`src/rtl/mstream_matrix_framer.sv`:
```
// mstream_matrix_framer
// Frames a flat valid/ready element stream into one cfg_rows x cfg_cols matrix
// on the mstream port. Each beat is tagged with start-of-row, end-of-row and
// end-of-matrix. A single registered output stage sustains one element per
// cycle. Elements pass through bit-exact.
module mstream_matrix_framer #(
    parameter int DATA_WIDTH = 32,
    parameter int DIM_W      = 8
) (
    input  logic                  sys_clk,
    input  logic                  reset_n,
    input  logic                  start,
    input  logic [DIM_W-1:0]      cfg_rows,
    input  logic [DIM_W-1:0]      cfg_cols,
    output logic                  busy,
    output logic                  done,
    output logic                  cfg_err,
    input  logic                  in_vld,
    output logic                  in_rdy,
    input  logic [DATA_WIDTH-1:0] in_data,
    output logic                  out_vld,
    input  logic                  out_rdy,
    output logic [DATA_WIDTH-1:0] out_data,
    output logic                  out_sol,
    output logic                  out_eol,
    output logic                  out_eom
);

    typedef enum logic [1:0] {
        IDLE   = 2'd0,
        ACTIVE = 2'd1,
        DRAIN  = 2'd2
    } state_t;

    state_t           state;
    logic [DIM_W-1:0] rows_q;
    logic [DIM_W-1:0] cols_q;
    logic [DIM_W-1:0] row_q;
    logic [DIM_W-1:0] col_q;

    logic last_col;
    logic last_row;
    logic accept;
    logic zero_dim;

    // Position compares always use the dimensions latched at start, never the live cfg inputs.
    assign last_col = (col_q == cols_q - DIM_W'(1));
    assign last_row = (row_q == rows_q - DIM_W'(1));
    assign zero_dim = (cfg_rows == '0) || (cfg_cols == '0);

    // The input is ready only while framing and only when the output register can take a beat.
    assign in_rdy = (state == ACTIVE) && (!out_vld || out_rdy);
    assign accept = in_vld && in_rdy;

    // done marks the cycle on which the end-of-matrix beat is taken downstream.
    assign done = (state == DRAIN) && out_vld && out_rdy;

    // Frame control: FSM, latched dimensions, row/column position, busy and cfg_err.
    always_ff @(posedge sys_clk or negedge reset_n) begin
        if (!reset_n) begin
            state   <= IDLE;
            rows_q  <= '0;
            cols_q  <= '0;
            row_q   <= '0;
            col_q   <= '0;
            busy    <= 1'b0;
            cfg_err <= 1'b0;
        end else begin
            cfg_err <= 1'b0;
            case (state)
                IDLE: begin
                    if (start) begin
                        if (zero_dim) begin
                            cfg_err <= 1'b1;
                        end else begin
                            rows_q <= cfg_rows;
                            cols_q <= cfg_cols;
                            row_q  <= '0;
                            col_q  <= '0;
                            busy   <= 1'b1;
                            state  <= ACTIVE;
                        end
                    end
                end
                ACTIVE: begin
                    if (accept) begin
                        if (last_col) begin
                            col_q <= '0;
                            row_q <= row_q + DIM_W'(1);
                            if (last_row) begin
                                state <= DRAIN;
                            end
                        end else begin
                            col_q <= col_q + DIM_W'(1);
                        end
                    end
                end
                DRAIN: begin
                    if (out_vld && out_rdy) begin
                        busy  <= 1'b0;
                        state <= IDLE;
                    end
                end
                default: begin
                    state <= IDLE;
                    busy  <= 1'b0;
                end
            endcase
        end
    end

    // Output register: load on accept, drop valid once the beat is taken, otherwise hold.
    always_ff @(posedge sys_clk or negedge reset_n) begin
        if (!reset_n) begin
            out_vld  <= 1'b0;
            out_data <= '0;
            out_sol  <= 1'b0;
            out_eol  <= 1'b0;
            out_eom  <= 1'b0;
        end else if (accept) begin
            out_vld  <= 1'b1;
            out_data <= in_data;
            out_sol  <= (col_q == '0);
            out_eol  <= last_col;
            out_eom  <= last_col && last_row;
        end else if (out_rdy) begin
            out_vld  <= 1'b0;
        end
    end

endmodule

```
`config.mk`:
```
export PLATFORM = sky130hd
export DESIGN_NAME = mstream_matrix_framer
export DESIGN_NICKNAME = d
export VERILOG_FILES = /design/src/rtl/mstream_matrix_framer.sv
export SDC_FILE = /design/constraint.sdc
export NUM_CORES = 1
export LEC_CHECK = 0
export CAP_MARGIN = 20
export CORE_MARGIN = 5
export CORE_UTILIZATION = 50
export CTS_CLUSTER_SIZE = 28
export DETAILED_ROUTE_END_ITERATION = 8
export PLACE_DENSITY = 0.82
export RECOVER_POWER = 50
export SLEW_MARGIN = 20
export SYNTH_ARGS = -nofsm -noshare
export SYNTH_HDL_FRONTEND = slang
export SYNTH_SLANG_ARGS = --single-unit
export TNS_END_PERCENT = 10
```
`constraint.sdc`:
```
create_clock -name sys_clk -period 4.9 [get_ports sys_clk]
set_input_delay 0.98 -clock sys_clk [delete_from_list [all_inputs] [get_ports sys_clk]]
set_output_delay 0.98 -clock sys_clk [all_outputs]
set_load 0.01 [all_outputs]
```
==> results.ini, run 1 <==
[layout]
layout-drive-gt1-share = 0.0763
nets = 525
seqCellArea_um2 = 1800
insertedDiodeCount = 0
final.fill_count = 569
syn_to_final_growth_pct = 34.2
final_cell_mix = nand2_1 (117), dfrtp_1 (72), clkdlybuf4s50_1 (71)
final_common_cell = nand2_1
multi_input_area_um2 = 1590

[synth]
syn_area_per_cell_um2 = 9.36
synth-seq-cells = 72
syn-num-nets = 433
yosys.area.top_type = dfrtp_1
yosysUniqueCellTypes = 45
synth.top_cell.area_share = 0.513
synth_edf_count = 0
seq_area_frac_synth = 0.513
ys_async_sr_fraction = 1.00
synthFlopType = dfrtp_1
synthCells = 375
yosysWarnings = 0
synthesis.area_um2 = 3510
yosys-top-cells-area = dfrtp_1 (51%), nand2_1 (13%), mux2_2 (5.1%)

[timing]
finalHoldViolCount = 0
setup_viol = 0
final-max-slew-violation-count = 36
final.period_utilization = 0.694
rsz0062_at_grt = no
post-route-min-period_ns = 3.40
max_freq_mhz = 294
slew_headroom = -0.263
finalSetupTns_ns = 0
setup_ws_ns = 1.50
finClkSkew_ns = 0.00872
tightestPinTransition_ns = 1.89

[clock_network]
post_cts_buffers = 0
cts_made_buffers = 9
hold_buffers = 0
clkTransAtPathRegs_ns = 0.08
cts_buffer_depth = 2
root_buffer = clkbuf_8
cts.sinks = 72
ctsResizeCount = 0
htree_levels = 3
clk_latency_ns = 0.34
cts_tree = built

[grt]
grt_pass1_wl_um = 14300
overflow = 0
grt_pass1_vias = 3170
grt_util_all_layers = 0.207
grt_max_degree = 39
antenna_found_initial = 0

[place]
gp_congestion = 0.854
place_ws_ns = 1.28
dp_hpwl_um = 6230
io_buffers = 92

[detailed_routing]
wl_per_cell_um = 15.1
first_iter_violations = 112
via_per_inst = 5.28
drc = 0
routed_wl_um = 8560
first_pass_iters = 5
vias = 2999
detail-route-antenna-nets = 0

[floorplan]
coreArea_um2 = 6830
die_h_um = 93.8
die_w_um = 93.8
io_pins = 93
die_area_um2 = 8790
rows = 30
initial_utilization = 0.514

[setup_path]
rr_worst_depth = 8
path_max_fanout = 19
cp.arrival_ns = 3.63
end_kind = flop
crit_path_start_kind = input pin
worstSetupPathType = in -> reg
required_ns = 5.13

[run_status]
violations = capacitance limit, slew limit
outcome = finished with violations

[power]
p_int_w = 0.00110
power_switching_w = 0.000434
powerDensity_nw_per_um2 = 327
clkPwrFrac = 0.331
irDropWorstVdd_mv = 0.213
p_leak_nw = 2.20
sw_frac_of_total = 0.282
comb_power_share = 0.201
seqPwrFrac = 0.469

[worst_hold_path]
hold_path_depth = 2
hp-class = reg -> reg

[job]
drv_cap = 1

through the flow:
stage | total power, W | util | hold slack (ns) | instances | cell area (um^2)
floorplan | 0.000881 | - | 0.501 | 375 | 3510
detailed placement | 0.00105 | 0.659 | 0.461 | 552 | 4500
global placement | 0.00104 | 0.659 | 0.456 | 552 | 4500
finish | 0.00154 | 0.690 | 0.467 | 568 | 4710
CTS | 0.00156 | 0.690 | 0.481 | 568 | 4710
global route | 0.00162 | 0.690 | 0.503 | 568 | 4710
cells in the mapped netlist (all sizes together), types with 2 or more instances:
library cell and n:
a211oi 2, a21boi 2, a21oi 5, a31oi 3
and2 2, buf 9, clkbuf 6, dfrtp 72
ha 5, inv 12, mux2 16, nand2 118
nand2b 5, nand3 11, nand3b 4, nand4 6
nor2 17, nor3 12, nor4 4, nor4b 2
o21a 2, o21ai 10, o31ai 4, or3 3
or4 6, xnor2 17, xor2 7
critical path, cell delays in order:
cell and delay (ns):
dlygate4sd3_1 0.56, or4_1 0.56, nor2_1 0.23, nor2_1 0.11, nand3_1 0.54, buf_4 0.30
mux2_2 0.35
worst paths after layout:
check                        startpoint            to  slack, ns
setup / recovery            cfg_rows[1]     cols_q[2]       1.50
hold / removal             out_data[10]  out_data[10]       0.47
setup reg to reg              cols_q[0]      row_q[5]       2.41
hold reg to reg            out_data[10]  out_data[10]       0.47
max in group asynchronous       reset_n  out_data[26]       2.39
min in group asynchronous       reset_n      col_q[7]       1.16
metal layers:
metal / GRT usage / wire length [um] / part of all wire / vias up
li1: - / - / - / 1446
met1: 0.251 / 3530 / 0.41 / 1425
met2: 0.312 / 3880 / 0.45 / 106
met3: 0.0994 / 930 / 0.11 / 22
met4: 0.0915 / 218 / 0.025 / 0
met5: 0 / 0 / 0 / -
power by group through the flow:
| stage | combinational [W] | clock (W) | sequential (W) |
|---|---|---|---|
| 6_report | 0.000308 | 0.000508 | 0.000721 |
| 5_1_grt | 0.000344 | 0.000549 | 0.000732 |
| 4_1_cts | 0.000320 | 0.000521 | 0.000721 |
| 3_5_place_dp | 0.000318 | 0 | 0.000730 |
| 3_3_place_gp | 0.000309 | 0 | 0.000728 |
| 2_1_floorplan | 0.000151 | 0 | 0.000730 |
state kept, by name, summed over array words and instances, names as in the netlist, 2 cells and up:
signal	cells
col_q	8
cols_q	8
out_data	32
row_q	8
rows_q	8
state	2
final cells by class:
cell class	instances	share of cell area
repair buffers	96	0.201
inverters	12	0.00956
flip-flops and latches	72	0.382
clock inverters	5	0.0173
multi-input cells	276	0.337
well taps	96	0.0255
clock buffers	11	0.0279
cells by family (layout without fill, tap and decap cells):
family | after synthesis | after routing | synth area share
mux | 17 | 17 | 0.0542
simple gates | 195 | 195 | 0.252
compound gates | 35 | 35 | 0.0681
buf+inv | 27 | 124 | 0.0346
xor+xnor | 24 | 24 | 0.0599
fa+ha+maj | 5 | 5 | 0.0178
flops | 72 | 72 | 0.513
Power figures use the tool's default switching activity.
==> run 2, diff against run 1 <==
--- a/config.mk
+++ b/config.mk
@@ -7,10 +7,10 @@
 export LEC_CHECK = 0
 export CAP_MARGIN = 20
 export CORE_MARGIN = 5
-export CORE_UTILIZATION = 50
+export CORE_UTILIZATION = 44
 export CTS_CLUSTER_SIZE = 28
 export DETAILED_ROUTE_END_ITERATION = 8
-export PLACE_DENSITY = 0.82
+export PLACE_DENSITY = 0.76
 export RECOVER_POWER = 50
 export SLEW_MARGIN = 20
 export SYNTH_ARGS = -nofsm -noshare
==> constraint.sdc (replaced) <==
create_clock -name sys_clk -period 2.92 [get_ports sys_clk]
set_input_delay 0.584 -clock sys_clk [delete_from_list [all_inputs] [get_ports sys_clk]]
set_output_delay 0.584 -clock sys_clk [all_outputs]
set_load 0.01 [all_outputs]
==> run 2 against run 1 <==
Compared with the run above: the run still ends with capacitance limit, slew limit left; first-iteration DRC count decreased by 17%; clock power increased by 59%; register-to-register slack got worse by 2.1 ns; clock-buffer cell count decreased by 1; wire length decreased by 1.3%; sequential power increased by 68%; largest cell class unchanged; power increased by 66%; final area increased by 0.37%; flip-flop and latch count unchanged; critical path type is now in -> out; worst setup slack got worse by 1.2 ns; combinational power increased by 71%.
==> results.ini, run 2 (synthesis results as in run 1) <==
[timing]
rsz0062_at_grt = no
finClkSkew_ns = 0.00830  ; -0.000427 ns
tightestPinTransition_ns = 1.67  ; -0.223 ns
finalSetupTns_ns = 0  ; unchanged
final-max-slew-violation-count = 29  ; -19%
setup_viol = 0  ; unchanged
post-route-min-period_ns = 2.59
finalHoldViolCount = 0  ; unchanged
slew_headroom = -0.114  ; +0.149
max_freq_mhz = 386
final.period_utilization = 0.887
hold_ws_ns = 0.471  ; +0.00390 ns

[setup_path]
path_max_fanout = 4  ; -15
worstSetupPathType = in -> out
reg2reg_from = cols_q[0]
end_kind = output port
rr_worst_depth = 8  ; unchanged
ff2ff_setup_slack_ns = 0.35  ; -2.06 ns
crit_path_start_kind = input pin
r2r-end = row_q[5]
required_ns = 2.34  ; -2.79 ns
cp.arrival_ns = 2.01  ; -1.62 ns

[clock_network]
clk_latency_ns = 0.35  ; about the same
cts.sinks = 72  ; unchanged
ctsResizeCount = 0  ; unchanged
cts_tree = built
hold_buffers = 0  ; unchanged
post_cts_buffers = 0  ; unchanged
cts_made_buffers = 9  ; unchanged
clkTransAtPathRegs_ns = 0.07  ; about the same
root_buffer = clkbuf_8
cts_buffer_depth = 2  ; unchanged
htree_levels = 3  ; unchanged

[worst_hold_path]
min_to = out_sol
hold_path_depth = 2  ; unchanged
hp-start = out_sol
hp-class = reg -> reg

[detailed_routing]
wl_per_cell_um = 14.7  ; -2.5%
first_iter_violations = 93  ; -17%
detail-route-antenna-nets = 0  ; unchanged
drc = 0  ; unchanged
routed_wl_um = 8450  ; -1.3%
first_pass_iters = 4  ; -1
vias = 2954  ; -1.5%
via_per_inst = 5.14  ; -2.7%

[place]
io_buffers = 92  ; unchanged
dp_hpwl_um = 6140  ; -1.4%
dpl_cell_area_um2 = 4530  ; +0.61%
gp_congestion = 0.827  ; -3.1%

[grt]
grt_util_all_layers = 0.179  ; -0.0279
grt.busiest_layer = met2
grt_util_met2 = 0.273  ; -0.0389
grt_pass1_wl_um = 14200  ; -0.91%
antenna_found_initial = 0  ; unchanged
use_met1 = 0.228  ; -0.0226
grt_pass1_vias = 2902  ; -8.5%
use_met3 = 0.0764  ; -0.0229
grt_max_degree = 45  ; +15%
overflow = 0  ; unchanged

[run_status]
outcome = finished with violations
violations = capacitance limit, slew limit

[power]
p_int_w = 0.00180  ; +63%
p_leak_nw = 2.18  ; -0.94%
comb_power_share = 0.207  ; +0.006
irDropWorstVdd_mv = 0.345  ; +62%
design_power_total_w = 0.00255  ; +66%
clkPwrFrac = 0.318  ; -0.013
powerDensity_nw_per_um2 = 539  ; +65%
seqPwrFrac = 0.476  ; +0.007
power_switching_w = 0.000744  ; +71%
sw_frac_of_total = 0.292  ; +0.00987

[layout]
final_common_cell = nand2_1
largest_reg_flops = 32  ; unchanged
layout-drive-gt1-share = 0.0825  ; +0.00618
insertedDiodeCount = 0  ; unchanged
final_cell_mix = nand2_1 (117), clkdlybuf4s50_1 (88), dfrtp_1 (72)
nets = 526  ; +0.19%
final.fill_count = 674  ; +18%
post-route-cell-area_um2 = 4730  ; +0.37%
syn_to_final_growth_pct = 34.7
regMostFlops = out_data
utilization = 0.609  ; -0.0808

[floorplan]
coreArea_um2 = 7770  ; +14%
io_pins = 93  ; unchanged
die_w_um = 99.3  ; +5.9%
die_area_um2 = 9860  ; +12%
initial_utilization = 0.452  ; -0.0619
rows = 32  ; +6.7%
die_h_um = 99.3  ; +5.9%

[job]
drv_cap = 1  ; unchanged

-- run 2: per-layer routing --
metal,share of wire,vias up
met5,0,-
met3,0.065,17
met1,0.44,1415
li1,-,1449
met4,0.024,0
met2,0.47,73
-- run 2: metrics by stage --
step           std cells  worst slack (ns)
6_report             575             0.330
5_1_grt              575             0.191
4_1_cts              575             0.382
3_5_place_dp         559             0.179
3_3_place_gp         559             0.230
2_1_floorplan        375             0.691
-- run 2: final cells by class --
| cell class | instances | area (um^2) | area share |
|---|---|---|---|
| inverters | 12 | 45.0 | 0.00953 |
| well taps | 102 | 128 | 0.0270 |
| multi-input cells | 276 | 1590 | 0.336 |
| clock inverters | 6 | 67.6 | 0.0143 |
| clock buffers | 10 | 138 | 0.0291 |
| repair buffers | 97 | 962 | 0.203 |
| flip-flops and latches | 72 | 1800 | 0.381 |
-- run 2: worst max path at each step --
stage	startpoint	endpoint	slack (ns)
global placement	cfg_rows[5]	rows_q[2]	0.23
global route	cols_q[0]	row_q[5]	0.19
detailed placement	cfg_rows[6]	col_q[5]	0.18
floorplan	cfg_rows[5]	cols_q[5]	0.69
finish	out_rdy	in_rdy	0.33
CTS	out_rdy	in_rdy	0.38
-- run 2: critical path, cell delays in order --
cell and delay [ns]:
dlygate4sd3_1 0.57, nand2b_1 0.17, and2_1 0.14, clkdlybuf4s50_1 0.54
-- run 2: power by group through the flow --
stage	registers (W)	logic, W	clock network [W]
final	0.00121	0.000526	0.000810
after floorplan	0.00123	0.000253	0
after detailed placement	0.00123	0.000536	0
after global placement	0.00123	0.000525	0
after CTS	0.00121	0.000539	0.000836
after global routing	0.00123	0.000584	0.000890
==> run 3, diff against run 2 <==
--- a/config.mk
+++ b/config.mk
@@ -7,10 +7,11 @@
 export LEC_CHECK = 0
 export CAP_MARGIN = 20
 export CORE_MARGIN = 5
-export CORE_UTILIZATION = 44
+export CORE_UTILIZATION = 50
 export CTS_CLUSTER_SIZE = 28
 export DETAILED_ROUTE_END_ITERATION = 8
-export PLACE_DENSITY = 0.76
+export MAX_ROUTING_LAYER = met4
+export PLACE_DENSITY = 0.82
 export RECOVER_POWER = 50
 export SLEW_MARGIN = 20
 export SYNTH_ARGS = -nofsm -noshare
==> constraint.sdc (replaced) <==
create_clock -name sys_clk -period 3.2 [get_ports sys_clk]
set_input_delay 0.64 -clock sys_clk [delete_from_list [all_inputs] [get_ports sys_clk]]
set_output_delay 0.64 -clock sys_clk [all_outputs]
set_load 0.01 [all_outputs]
==> run 3 against run 2 <==
Compared with the run above: highest routed layer unchanged; hold slack about the same; first-iteration DRC count is 89% higher; utilization grew 7.7 points; non-clock buffer count did not move; largest cell class unchanged; the run still ends with capacitance limit, slew limit left; clock-buffer cell count rose by 3; flip-flop and latch count did not move; final area shrank 0.98%; register-to-register slack gained 0.37 ns; sequential power is 8% lower; clock skew is essentially flat.
==> results.ini, run 3 (synthesis results as in run 1) <==
[run_status]
outcome = finished with violations
violations = capacitance limit, slew limit

[detailed_routing]
first_iter_violations = 176  ; +89%
routed_wl_um = 8630  ; +2.2%
first_pass_iters = 4  ; unchanged
via_per_inst = 5.26  ; +2.5%
drc = 0  ; unchanged
vias = 2995  ; +1.4%
detail-route-antenna-nets = 0  ; unchanged
wl_per_cell_um = 15.2  ; +3.2%

[grt]
grt.busiest_layer = met2
use_met1 = 0.272  ; +0.0444
grt_pass1_vias = 3055  ; +5.3%
use_met3 = 0.0649  ; -0.0115
grt_util_met2 = 0.321  ; +0.0478
grt_util_all_layers = 0.212  ; +0.0336
grt_pass1_wl_um = 14400  ; +1.2%
grt_max_degree = 39  ; -13%
antenna_found_initial = 0  ; unchanged
overflow = 0  ; unchanged

[timing]
slew_headroom = -0.301  ; -0.187
finClkSkew_ns = 0.00821  ; -0.0000909 ns
rsz0062_at_grt = no
finalSetupTns_ns = 0  ; unchanged
final-max-slew-violation-count = 35  ; +21%
max_freq_mhz = 373
setup_viol = 0  ; unchanged
tightestPinTransition_ns = 1.95  ; +0.281 ns
hold_ws_ns = 0.471  ; -0.000455 ns
final.period_utilization = 0.837
post-route-min-period_ns = 2.68
finalHoldViolCount = 0  ; unchanged

[layout]
final.fill_count = 558  ; -17%
stdcell_count = 569  ; -1.0%
final_common_cell = nand2_1
nets = 526  ; unchanged
layout-drive-gt1-share = 0.0761  ; -0.00634
insertedDiodeCount = 0  ; unchanged
final_cell_mix = nand2_1 (117), clkdlybuf4s50_1 (75), dfrtp_1 (72)
largest_reg_flops = 32  ; unchanged
regMostFlops = out_data
post-route-cell-area_um2 = 4680  ; -0.98%
syn_to_final_growth_pct = 33.4

[setup_path]
end_kind = output port
ff2ff_setup_slack_ns = 0.72  ; +0.37 ns
required_ns = 2.56  ; +0.22 ns
reg2reg_from = cols_q[0]
cp.arrival_ns = 2.04  ; +0.03 ns
slowest_delay_ns = 0.57  ; about the same
cp-startpoint = out_rdy
crit_path_start_kind = input pin
path_max_fanout = 4  ; unchanged
cp_cell_sequence = dlygate4sd3_1 -> nand2b_1 -> and2_1 -> clkdlybuf4s50_1
slowest_stage = dlygate4sd3_1
worstSetupPathType = in -> out

[clock_network]
post_cts_buffers = 0  ; unchanged
clkTransAtPathRegs_ns = 0.08  ; about the same
htree_levels = 3  ; unchanged
cts_made_buffers = 9  ; unchanged
cts.sinks = 72  ; unchanged
ctsResizeCount = 0  ; unchanged
hold_buffers = 0  ; unchanged
cts_tree = built
clk_latency_ns = 0.34  ; about the same
cts_buffer_depth = 2  ; unchanged
root_buffer = clkbuf_8

[floorplan]
coreArea_um2 = 6830  ; -12%
die_area_um2 = 8790  ; -11%
rows = 30  ; -6.3%
initial_utilization = 0.514  ; +0.0619
die_w_um = 93.8  ; -5.6%
die_h_um = 93.8  ; -5.6%
io_pins = 93  ; unchanged

[worst_hold_path]
hp-start = out_data[27]
hp-class = reg -> reg

[place]
io_buffers = 92  ; unchanged
dpl_cell_area_um2 = 4520  ; -0.17%
gp_congestion = 0.862  ; +4.2%
placed_cells = 553  ; -1.1%
dp_hpwl_um = 6250  ; +1.8%

[job]
drv_cap = 1  ; unchanged

[power]
powerDensity_nw_per_um2 = 474  ; -12%
irDropWorstVdd_mv = 0.277  ; -20%
p_leak_nw = 2.18  ; +0.16%
design_power_total_w = 0.00222  ; -13%

[run 3: final timing paths]
kind	to	depth (start not counted)
worst max-delay path	in_rdy	4
worst min-delay path	out_data[27]	2
worst max register to register	row_q[5]	8
min in group asynchronous	cols_q[0]	1
worst min register to register	out_data[27]	2
max in group asynchronous	out_data[3]	1
[run 3: layout make-up]
cell class / instances / area, um^2 / share of cell area
multi-input cells: 276 / 1590 / 0.339
repair buffers: 97 / 962 / 0.206
well taps: 96 / 120 / 0.0257
clock inverters: 3 / 17.5 / 0.00374
inverters: 12 / 45.0 / 0.00962
flip-flops and latches: 72 / 1800 / 0.385
clock buffers: 13 / 149 / 0.0318
[run 3: power by group]
group          switching [W]  internal [W]  leakage, nW
combinational       0.000231      0.000251         1.18
clock               0.000326      0.000301       0.0834
sequential          0.000105       0.00101        0.926
[run 3: layer usage]
| layer | vias up | share of wire | wire, um |
|---|---|---|---|
| met5 | - | 0 | 0 |
| met4 | 0 | 0.014 | 118 |
| met3 | 13 | 0.083 | 717 |
| met2 | 106 | 0.47 | 4070 |
| met1 | 1424 | 0.43 | 3720 |
| li1 | 1452 | - | - |
[run 3: stage by stage]
step / utilization / setup WS (ns)
4_1_cts: 0.686 / 0.583
5_1_grt: 0.685 / 0.445
3_5_place_dp: 0.662 / 0.368
3_3_place_gp: 0.662 / 0.417
2_1_floorplan: - / 0.915
6_report: 0.685 / 0.520
[run 3: worst max-delay path: cells and delay by family]
| kind | cells | cell delay, ns |
|---|---|---|
| simple gates | 2 | 0.30 |
| buf+inv | 2 | 1.10 |
==> RTL edit, RTL diff (settings of run 2) <==
Set the parameter `DATA_WIDTH` to 64 (it was 32).
--- a/src/rtl/mstream_matrix_framer.sv
+++ b/src/rtl/mstream_matrix_framer.sv
@@ -6,3 +6,3 @@
 module mstream_matrix_framer #(
-    parameter int DATA_WIDTH = 32,
+    parameter int DATA_WIDTH = 64,
     parameter int DIM_W      = 8
Ports: changed (resized in_data and out_data); port bits go from 93 to 157. The function was not compared with the original's and may differ.
==> RTL edit against run 2 <==
- the flow still finishes with violations (max-capacitance violations, max-slew violations)
- fmax fell by 9.8%
- routed wire length up 51%
- sequential cell count increased by 32
- area after synthesis increased by 33%
- worst setup slack got worse by 0.28 ns
- final area up 40%
- largest cell class unchanged
- power rose by 100%
==> RTL edit: results (changes against run 2) <==
----------------------------------------------------
[Placed design]
  Pre-CTS setup slack ... 0.149 ns (-0.0300 ns)
  Port Buffers ... 156 (+70%)
  Dpl hpwl ... 9460 um (+54%)
  Placed inst area ... 6400 um^2 (+41%)
  GPL Wtd Cong ... 0.890 (+7.5%)
  Post-placement cell count ... 817 (+46%)

[Pwr]
  Worst IR Drop VDD ... 0.361 mV (+4.5%)
  Pleak ... 3.18 nW (+46%)

[Timing]
  Final Slew Violations ... 43 (+48%)
  Worst-Margin Slew ... 2.29 ns (+0.621 ns)
  Final clock skew ... 0.0130 ns (+0.00465 ns)

[Logic synthesis]
  Number of distinct library cell variants in the gate-level netlist after synthesis ... 49 (+8.9%)
  Portion of netlist area occupied by mux cells ... 0.00481 (-0.0494)
  Mean instance size in the synthesized netlist ... 8.70 um^2 (-7.0%)
  Fraction of the mapped netlist area in compound gates ... 0.0724 (+0.00431)
  Nets in the synthesized netlist ... 628 (+45%)
  Dominant cells by area after synthesis ... sky130_fd_sc_hd__dfrtp_1, sky130_fd_sc_hd__nand2_1, sky130_fd_sc_hd__o21ai_0
  Sequential-to-total area share from yosys stat ... 0.556 (+0.0423)
  XOR/XNOR Fraction of Synth Area ... 0.0337 (-0.0262)

[Clock network]
  Clock latency of the later-clocked register in the worst-skew pair ... 0.38 ns (+0.03 ns)
  Clock slew at reported path FFs ... 0.10 ns (+0.03 ns)

[Global routing]
  Met1 Resource Use GR ... 0.238 (+0.00971)
  Pin count of the biggest net entering global routing ... 64 (+42%)
  Met2 track demand over resource ... 0.335 (+0.0622)
  GRT Util Overall ... 0.199 (+0.0201)
  Met3 track demand over resource ... 0.0679 (-0.00852)
  Wire length of the first global-routing pass ... 20700 um (+46%)

[Setup path]
  Gate family responsible for the most delay along the worst path ... simple AND/OR/NAND/NOR gates
  Highest fanout seen on the critical path ... 8 (+4)
  Cell with the largest stage delay on the worst path ... sky130_fd_sc_hd__or4_1
  Slowest stage delay, CP ... 0.51 ns (-0.06 ns)

[Detailed routing]
  First-pass detailed-route iteration total ... 5 (+1)
  Routed wire length on met3 ... 947 um (+72%)
  Vias ... 4209 (+42%)
  Met2 wire length ... 6300 um (+58%)
  Length of routed wiring on met1 ... 5230 um (+41%)
  Number of violations reported at the end of detailed-routing iteration 0 ... 261 (+180%)

[Final layout]
  Number of nets in the final layout ... 784 (+49%)
  Share of layout cells above drive strength 1 ... 0.0515 (-0.0310)
  Number of flip-flops in the largest register ... 64 (+100%)
  Fill count ... 904 (+34%)

[Status]
  Violated checks ... max-capacitance violations, max-slew violations
  Run status ... complete, but fails checks

[Job]
  Count of max-cap constraint violations ... 1 (unchanged)

----------------------------------------------------
RTL edit: cell types whose count changed after synthesis, moves of 5 or more:
cell                       delta
sky130_fd_sc_hd__clkbuf_1    +10
sky130_fd_sc_hd__mux2_2      -14
sky130_fd_sc_hd__nand2_1    +131
sky130_fd_sc_hd__o21ai_0      +9
sky130_fd_sc_hd__dfrtp_1     +32
sky130_fd_sc_hd__nor2_1       -7
sky130_fd_sc_hd__xnor2_1      -7
sky130_fd_sc_hd__a21oi_1      +5
RTL edit: final cells by class:
cell class | count | area [um^2] | area share
flip-flops and latches | 104 | 2600 | 0.394
multi-input cells | 397 | 1950 | 0.295
repair buffers | 168 | 1650 | 0.249
well taps | 136 | 170 | 0.0258
clock buffers | 10 | 128 | 0.0193
clock inverters | 6 | 60.1 | 0.00909
inverters | 14 | 52.6 | 0.00796
RTL edit: final timing paths:
check                           from  cells past startpoint           end  slack (ns)
setup / recovery           cols_q[0]                      9      row_q[5]        0.05
hold / removal               out_sol                      2       out_sol        0.47
hold reg to reg              out_sol                      2       out_sol        0.47
max in group asynchronous    reset_n                      2  out_data[16]        0.56
min in group asynchronous    reset_n                      1     rows_q[1]        0.89
setup reg to reg           cols_q[0]                      9      row_q[5]        0.05
RTL edit: power by group:
part           switching, W  internal, W
Combinational       0.00104      0.00104
Sequential         0.000399      0.00187
Clock              0.000527     0.000332
Total               0.00197      0.00324
RTL edit: cells by family (layout without fill, tap and decap cells):
kind of cell               count (synthesis)  count (layout)
DFF                                      104             104
adders and majority gates                  5               5
buffers and inverters                     37             198
xor gates and xnor gates                  18              18
AOI/OAI and AO/OA                         53              53
muxes                                      2               2
and+or+nand+nor                          319             319
